**src/rtl/tmds_pkg.sv**
```systemverilog
// tmds_pkg: shared TMDS modes, control tokens and encoding helper functions
// Provides: tmds_mode_e, TMDS_CNT_W, TMDS_CTRL_xx tokens, count_ones, tmds_qm, ctrl_token, terc4
package tmds_pkg;

    localparam int TMDS_CNT_W = 6;

    typedef enum logic [1:0] {
        TMDS_CONTROL = 2'd0,
        TMDS_VIDEO   = 2'd1,
        TMDS_TERC4   = 2'd2
    } tmds_mode_e;

    localparam logic [9:0] TMDS_CTRL_00 = 10'b1101010100;
    localparam logic [9:0] TMDS_CTRL_01 = 10'b0010101011;
    localparam logic [9:0] TMDS_CTRL_10 = 10'b0101010100;
    localparam logic [9:0] TMDS_CTRL_11 = 10'b1010101011;

    function automatic logic [3:0] count_ones(input logic [7:0] v);
        logic [3:0] n;
        n = '0;
        for (int i = 0; i < 8; i++) n = n + 4'(v[i]);
        return n;
    endfunction

    // Stage-1 transition minimisation; bit 8 set means the XOR chain was used
    function automatic logic [8:0] tmds_qm(input logic [7:0] d);
        logic [3:0] n;
        logic       x;
        logic [8:0] q;
        n = count_ones(d);
        x = n > 4'd4 || (n == 4'd4 && !d[0]);
        q[0] = d[0];
        for (int i = 1; i < 8; i++) q[i] = x ? ~(q[i-1] ^ d[i]) : q[i-1] ^ d[i];
        q[8] = ~x;
        return q;
    endfunction

    function automatic logic [9:0] ctrl_token(input logic [1:0] c);
        return c == 2'b00 ? TMDS_CTRL_00 : c == 2'b01 ? TMDS_CTRL_01 :
               c == 2'b10 ? TMDS_CTRL_10 : TMDS_CTRL_11;
    endfunction

    function automatic logic [9:0] terc4(input logic [3:0] a);
        logic [9:0] s;
        case (a)
            4'h0: s = 10'b1010011100;
            4'h1: s = 10'b1001100011;
            4'h2: s = 10'b1011100100;
            4'h3: s = 10'b1011100010;
            4'h4: s = 10'b0101110001;
            4'h5: s = 10'b0100011110;
            4'h6: s = 10'b0110001110;
            4'h7: s = 10'b0100111100;
            4'h8: s = 10'b1011001100;
            4'h9: s = 10'b0100111001;
            4'ha: s = 10'b0110011100;
            4'hb: s = 10'b1011000110;
            4'hc: s = 10'b1010001110;
            4'hd: s = 10'b1001110001;
            4'he: s = 10'b0101100011;
            default: s = 10'b1011000011;
        endcase
        return s;
    endfunction

endpackage

```
**src/rtl/tmds_channel.sv**
```systemverilog
// tmds_channel: one TMDS channel, stage-1 q_m register and stage-2 DC-balanced output with disparity counter
// Ports: clk_in/rst_n_in/en_in clock, async low reset, enable; mode_in shared mode;
//        data_in/ctrl_in/aux_in channel inputs; tmds_out 10-bit symbol; disparity_out signed counter
module tmds_channel
    import tmds_pkg::*;
#(
    parameter int CNT_W = TMDS_CNT_W
) (
    input  logic             clk_in,
    input  logic             rst_n_in,
    input  logic             en_in,
    input  logic [1:0]       mode_in,
    input  logic [7:0]       data_in,
    input  logic [1:0]       ctrl_in,
    input  logic [3:0]       aux_in,
    output logic [9:0]       tmds_out,
    output logic [CNT_W-1:0] disparity_out
);

    tmds_mode_e              mode_d, mode_q;
    logic [8:0]              qm_d, qm_q;
    logic [3:0]              n1q_d, n1q_q;
    logic [1:0]              ctrl_q;
    logic [3:0]              aux_q;
    logic [9:0]              tmds_d, tmds_q, vid_sym;
    logic signed [CNT_W-1:0] cnt_d, cnt_q, vid_cnt, diff, two;
    logic                    bal, inv;

    always_comb begin
        qm_d   = tmds_qm(data_in);
        n1q_d  = count_ones(qm_d[7:0]);
        mode_d = mode_in == 2'd1 ? TMDS_VIDEO : mode_in == 2'd2 ? TMDS_TERC4 : TMDS_CONTROL;
    end

    // diff is N1q - N0q = 2*N1q - 8; bal has priority so inv only sees cnt != 0
    always_comb begin
        diff    = CNT_W'({n1q_q, 1'b0}) - CNT_W'(8);
        two     = CNT_W'(2);
        bal     = cnt_q == '0 || n1q_q == 4'd4;
        inv     = (!cnt_q[CNT_W-1] && n1q_q > 4'd4) || (cnt_q[CNT_W-1] && n1q_q < 4'd4);
        vid_sym = bal ? {~qm_q[8], qm_q[8], qm_q[8] ? qm_q[7:0] : ~qm_q[7:0]}
                      : {inv, qm_q[8], inv ? ~qm_q[7:0] : qm_q[7:0]};
        vid_cnt = bal ? (qm_q[8] ? cnt_q + diff : cnt_q - diff)
                : inv ? cnt_q - diff + (qm_q[8] ? two : '0)
                      : cnt_q + diff - (qm_q[8] ? '0 : two);
        tmds_d  = mode_q == TMDS_VIDEO ? vid_sym : mode_q == TMDS_TERC4 ? terc4(aux_q) : ctrl_token(ctrl_q);
        cnt_d   = mode_q == TMDS_VIDEO ? vid_cnt : '0;
    end

    always_ff @(posedge clk_in or negedge rst_n_in) begin
        if (!rst_n_in) begin
            mode_q <= TMDS_CONTROL;
            qm_q   <= '0;
            n1q_q  <= '0;
            ctrl_q <= '0;
            aux_q  <= '0;
            tmds_q <= TMDS_CTRL_00;
            cnt_q  <= '0;
        end else if (en_in) begin
            mode_q <= mode_d;
            qm_q   <= qm_d;
            n1q_q  <= n1q_d;
            ctrl_q <= ctrl_in;
            aux_q  <= aux_in;
            tmds_q <= tmds_d;
            cnt_q  <= cnt_d;
        end
    end

    assign tmds_out      = tmds_q;
    assign disparity_out = cnt_q;

endmodule

```
**src/rtl/tmds_encoder_multi.sv**
```systemverilog
// tmds_encoder_multi: NUM_CH independent TMDS channel encoders sharing one mode
// Ports: clk_in/rst_n_in/en_in clock, async low reset, enable; mode_in shared mode;
//        data_in/ctrl_in/aux_in packed per channel; tmds_out and disparity_out packed per channel
module tmds_encoder_multi
    import tmds_pkg::*;
#(
    parameter int NUM_CH = 3,
    parameter int CNT_W  = TMDS_CNT_W
) (
    input  logic                    clk_in,
    input  logic                    rst_n_in,
    input  logic                    en_in,
    input  logic [1:0]              mode_in,
    input  logic [NUM_CH*8-1:0]     data_in,
    input  logic [NUM_CH*2-1:0]     ctrl_in,
    input  logic [NUM_CH*4-1:0]     aux_in,
    output logic [NUM_CH*10-1:0]    tmds_out,
    output logic [NUM_CH*CNT_W-1:0] disparity_out
);

    for (genvar k = 0; k < NUM_CH; k++) begin : g_ch
        tmds_channel #(.CNT_W(CNT_W)) u_ch (
            .clk_in        (clk_in),
            .rst_n_in      (rst_n_in),
            .en_in         (en_in),
            .mode_in       (mode_in),
            .data_in       (data_in[8*k +: 8]),
            .ctrl_in       (ctrl_in[2*k +: 2]),
            .aux_in        (aux_in[4*k +: 4]),
            .tmds_out      (tmds_out[10*k +: 10]),
            .disparity_out (disparity_out[CNT_W*k +: CNT_W])
        );
    end

endmodule

```
**config.mk**
```make
export PLATFORM = sky130hd
export DESIGN_NAME = tmds_encoder_multi
export DESIGN_NICKNAME = d
export VERILOG_FILES = /design/src/rtl/tmds_pkg.sv /design/src/rtl/tmds_channel.sv /design/src/rtl/tmds_encoder_multi.sv
export SDC_FILE = /design/constraint.sdc
export NUM_CORES = 1
export LEC_CHECK = 0
export ABC_AREA = 1
export CAP_MARGIN = 40
export CORE_MARGIN = 2
export CORE_UTILIZATION = 55
export CTS_BUF_LIST = sky130_fd_sc_hd__clkbuf_8
export CTS_CLUSTER_SIZE = 25
export DETAILED_ROUTE_END_ITERATION = 8
export GPL_ROUTABILITY_DRIVEN = 0
export PLACE_DENSITY = 0.8
export SLEW_MARGIN = 5
export SYNTH_ARGS = -nofsm -noshare
export SYNTH_HDL_FRONTEND = slang
export SYNTH_SLANG_ARGS = --single-unit
```
**constraint.sdc**
```tcl
create_clock -name clk_in -period 3.3 [get_ports clk_in]
set_clock_uncertainty 0.1 [all_clocks]
set_input_delay 0.66 -clock clk_in [delete_from_list [all_inputs] [get_ports clk_in]]
set_output_delay 0.66 -clock clk_in [all_outputs]
set_load 0.05 [all_outputs]
```
==> flow_summary.yaml <==
placement:
  place_area_um2: 10900
  place_inst: 1624
  detailedPlacementHpwl_um: 18200
  port_buffers: 91
global_routing:
  grt_pass1_vias: 9176
  grt_max_degree: 64
  grt_usage: 0.284
  grt_pass1_wl_um: 41800
  grt_antenna_before_repair: 0
  gr-total-overflow: 0
synthesis:
  synth.top_cell.area_share: 0.239
  seq_area_frac_synth: 0.281
  syn_avg_cell_area_um2: 7.26
  syn_area_um2: 9330
  synthArstFlopShare: 1.00
  postSynthCellCount: 1285
  synth_flop_cell: "dfrtp_1"
  synth_seq_cells: 104
  synth_top_cells_by_area: "dfrtp_1 24%, nand2_1 13%, ha_1 12%"
  yosysWarnings: 0
  synth_edf_count: 0
  ys_types: 42
  yosysTopAreaCell: "dfrtp_1"
cells_and_area:
  final_area_um2: 11400
  fillCellCount: 1364
  final_cells: 1652
  n_antenna_cell: 0
  layout_common_cells: "311 x nand2_1, 157 x nand3_1, 140 x inv_1"
  drive_gt1_frac: 0.161
  nets: 1597
  fin_util: 0.689
  area_delta_synth_final_pct: 22.4
  mostFrequentLayoutCell: "nand2_1"
clock_tree:
  cts_max_level: 3
  cts_buffer_depth: 2
  path_clk_slew_ns: 0.12
  cts_tree: "done"
  cts_sinks: 104
  ctsHoldBuffers: 0
  numCtsBuffers: 9
  clock-root-buffer: "clkbuf_8"
  worstSkewPairLatency_ns: 0.40
power_and_ir_drop:
  p_per_area_nw_per_um2: 913
  total_power_mw: 10.4
  p_leak_nw: 5.73
  vdd_drop_max_uv: 547
outcome:
  violations: "negative setup slack"
  status: "finished, violations left"
routing:
  via_per_inst: 5.54
  drt-initial-drc-count: 618
  drcViolationCount: 0
  first_pass_iters: 7
  wire_per_inst_um: 14.9
  drt.antenna.violating_nets: 0
  vias: 9153
  wl_um: 24600
sta:
  maxSlewViolCount: 0
  hold_viol: 0
  rsz0062_at_grt: "true"
  finalCritPeriodShare: 1.69
  worst_slack_ns: -2.27
  worstMarginPinSlew_ns: 0.642
  max_freq_mhz: 180
  finalSetupViolCount: 27
  period_minus_slack_ns: 5.57
  whs_ns: 0.129
  maxSlewHeadroom: 0.572
worst_setup_path:
  crit_arrival_ns: 5.74
  endpoint_kind: "flop"
  crit_required_ns: 3.47
  worstReg2RegEnd: "g_ch[0].u_ch.disparity_out[5]"
  ff2ff_setup_slack_ns: 0.84
  crit_type: "input port to flop"
  worst-r2r-cell-count: 15
  cp_max_fo: 2
  critPathLaunchType: "input port"
  worstReg2RegStart: "g_ch[0].u_ch.n1q_q[2]"
floorplanning:
  die_h_um: 134
  core_um2: 16600
  ioPinCount: 95
  dieWidth_um: 134
  fp.dieArea_um2: 18000
  fp-row-count: 47
  initial_utilization: 0.562
min_path:
  hp-class: "input port to async pin"
flow_run:
  max_cap_viol_count: 0
## critical path, cell delays in order
cell     delay [ns]
buf_8          0.10
ha_4           0.25
inv_2          0.03
fa_1           0.45
fa_1           0.50
inv_2          0.04
fa_2           0.35
fa_1           0.45
nor2_1         0.16
nand2_1        0.09
nand2_2        0.10
nand2_4        0.06
xor2_2         0.16
ha_1           0.30
inv_2          0.04
fa_1           0.48
fa_2           0.50
fa_2           0.39
fa_2           0.54
o21ai_1        0.07
## where the power goes
part / internal (mW) / switching (mW) / total (mW) / leakage, nW
registers: 1.66 / 0.389 / 2.04 / 1.26
logic: 2.78 / 4.77 / 7.55 / 4.38
clock network: 0.296 / 0.527 / 0.823 / 0.0935
total: 4.73 / 5.69 / 10.4 / 5.73
## per-layer routing
metal / track usage / wire, um / vias up
met5: 0 / 0 / -
met1: 0.339 / 9890 / 4341
met4: 0.108 / 852 / 0
met3: 0.0348 / 1130 / 67
met2: 0.520 / 12700 / 287
li1: - / - / 4458
## metrics by stage
step	setup TNS (ns)	setup WS (ns)
floorplan	-28.39	-2.30
global placement	-46.22	-2.83
detailed placement	-48.68	-2.98
CTS	-28.99	-2.32
global route	-33.38	-2.40
finish	-29.84	-2.27
## registers in the layout, summed over array words and instances, names as in the netlist
name and flops:
g_ch.u_ch.qm_q 27, g_ch.u_ch.ctrl_q 6, g_ch.u_ch.mode_q 2, g_ch.u_ch.n1q_q 12, g_ch.u_ch.tmds_out 30, g_ch.u_ch.disparity_out 15
g_ch.u_ch.aux_q 12
## worst max-delay path by stage
stage	startpoint	endpoint	slack, ns
after floorplan	data_in[9]	g_ch[1].u_ch.n1q_q[1]	-2.30
after global placement	data_in[0]	g_ch[0].u_ch.n1q_q[1]	-2.83
after detailed placement	data_in[0]	g_ch[0].u_ch.n1q_q[1]	-2.98
after CTS	data_in[8]	g_ch[1].u_ch.n1q_q[1]	-2.32
after global routing	data_in[8]	g_ch[1].u_ch.n1q_q[2]	-2.40
final	data_in[8]	g_ch[1].u_ch.n1q_q[1]	-2.27
## cell families after synthesis
family / synth area share
simple gates: 0.274
compound gates: 0.134
buf+inv: 0.0962
fa+ha+maj: 0.189
flops: 0.281
xor+xnor: 0.0251
other cells: 0.000402
## cell usage after synthesis, drive strengths merged, types with 9 or more instances
cell type,count
nor2,68
xor2,23
clkbuf,16
o21ai,117
dfstp,15
nand3,159
a21oi,62
o22ai,9
dfrtp,89
o211ai,11
fa,30
nand3b,9
ha,93
buf,27
nand2,342
inv,174
## repair_timing
item                       CTS  global route
setup endpoints to repair   27            27
resized for setup           72            36
pin swaps                   29            31
buffers inserted            13             8
cloned                       0             0
## layout make-up
class                      instances  area [um^2]  share of cell area
tap                              220          275              0.0241
multi-input combinational        966         6090               0.534
inverter                         174          653              0.0572
sequential                       104         2620               0.230
clock inverter                     7         76.3             0.00668
timing repair buffer             172         1580               0.138
clock buffer                       9          124              0.0108
Power figures use the tool's default switching activity.
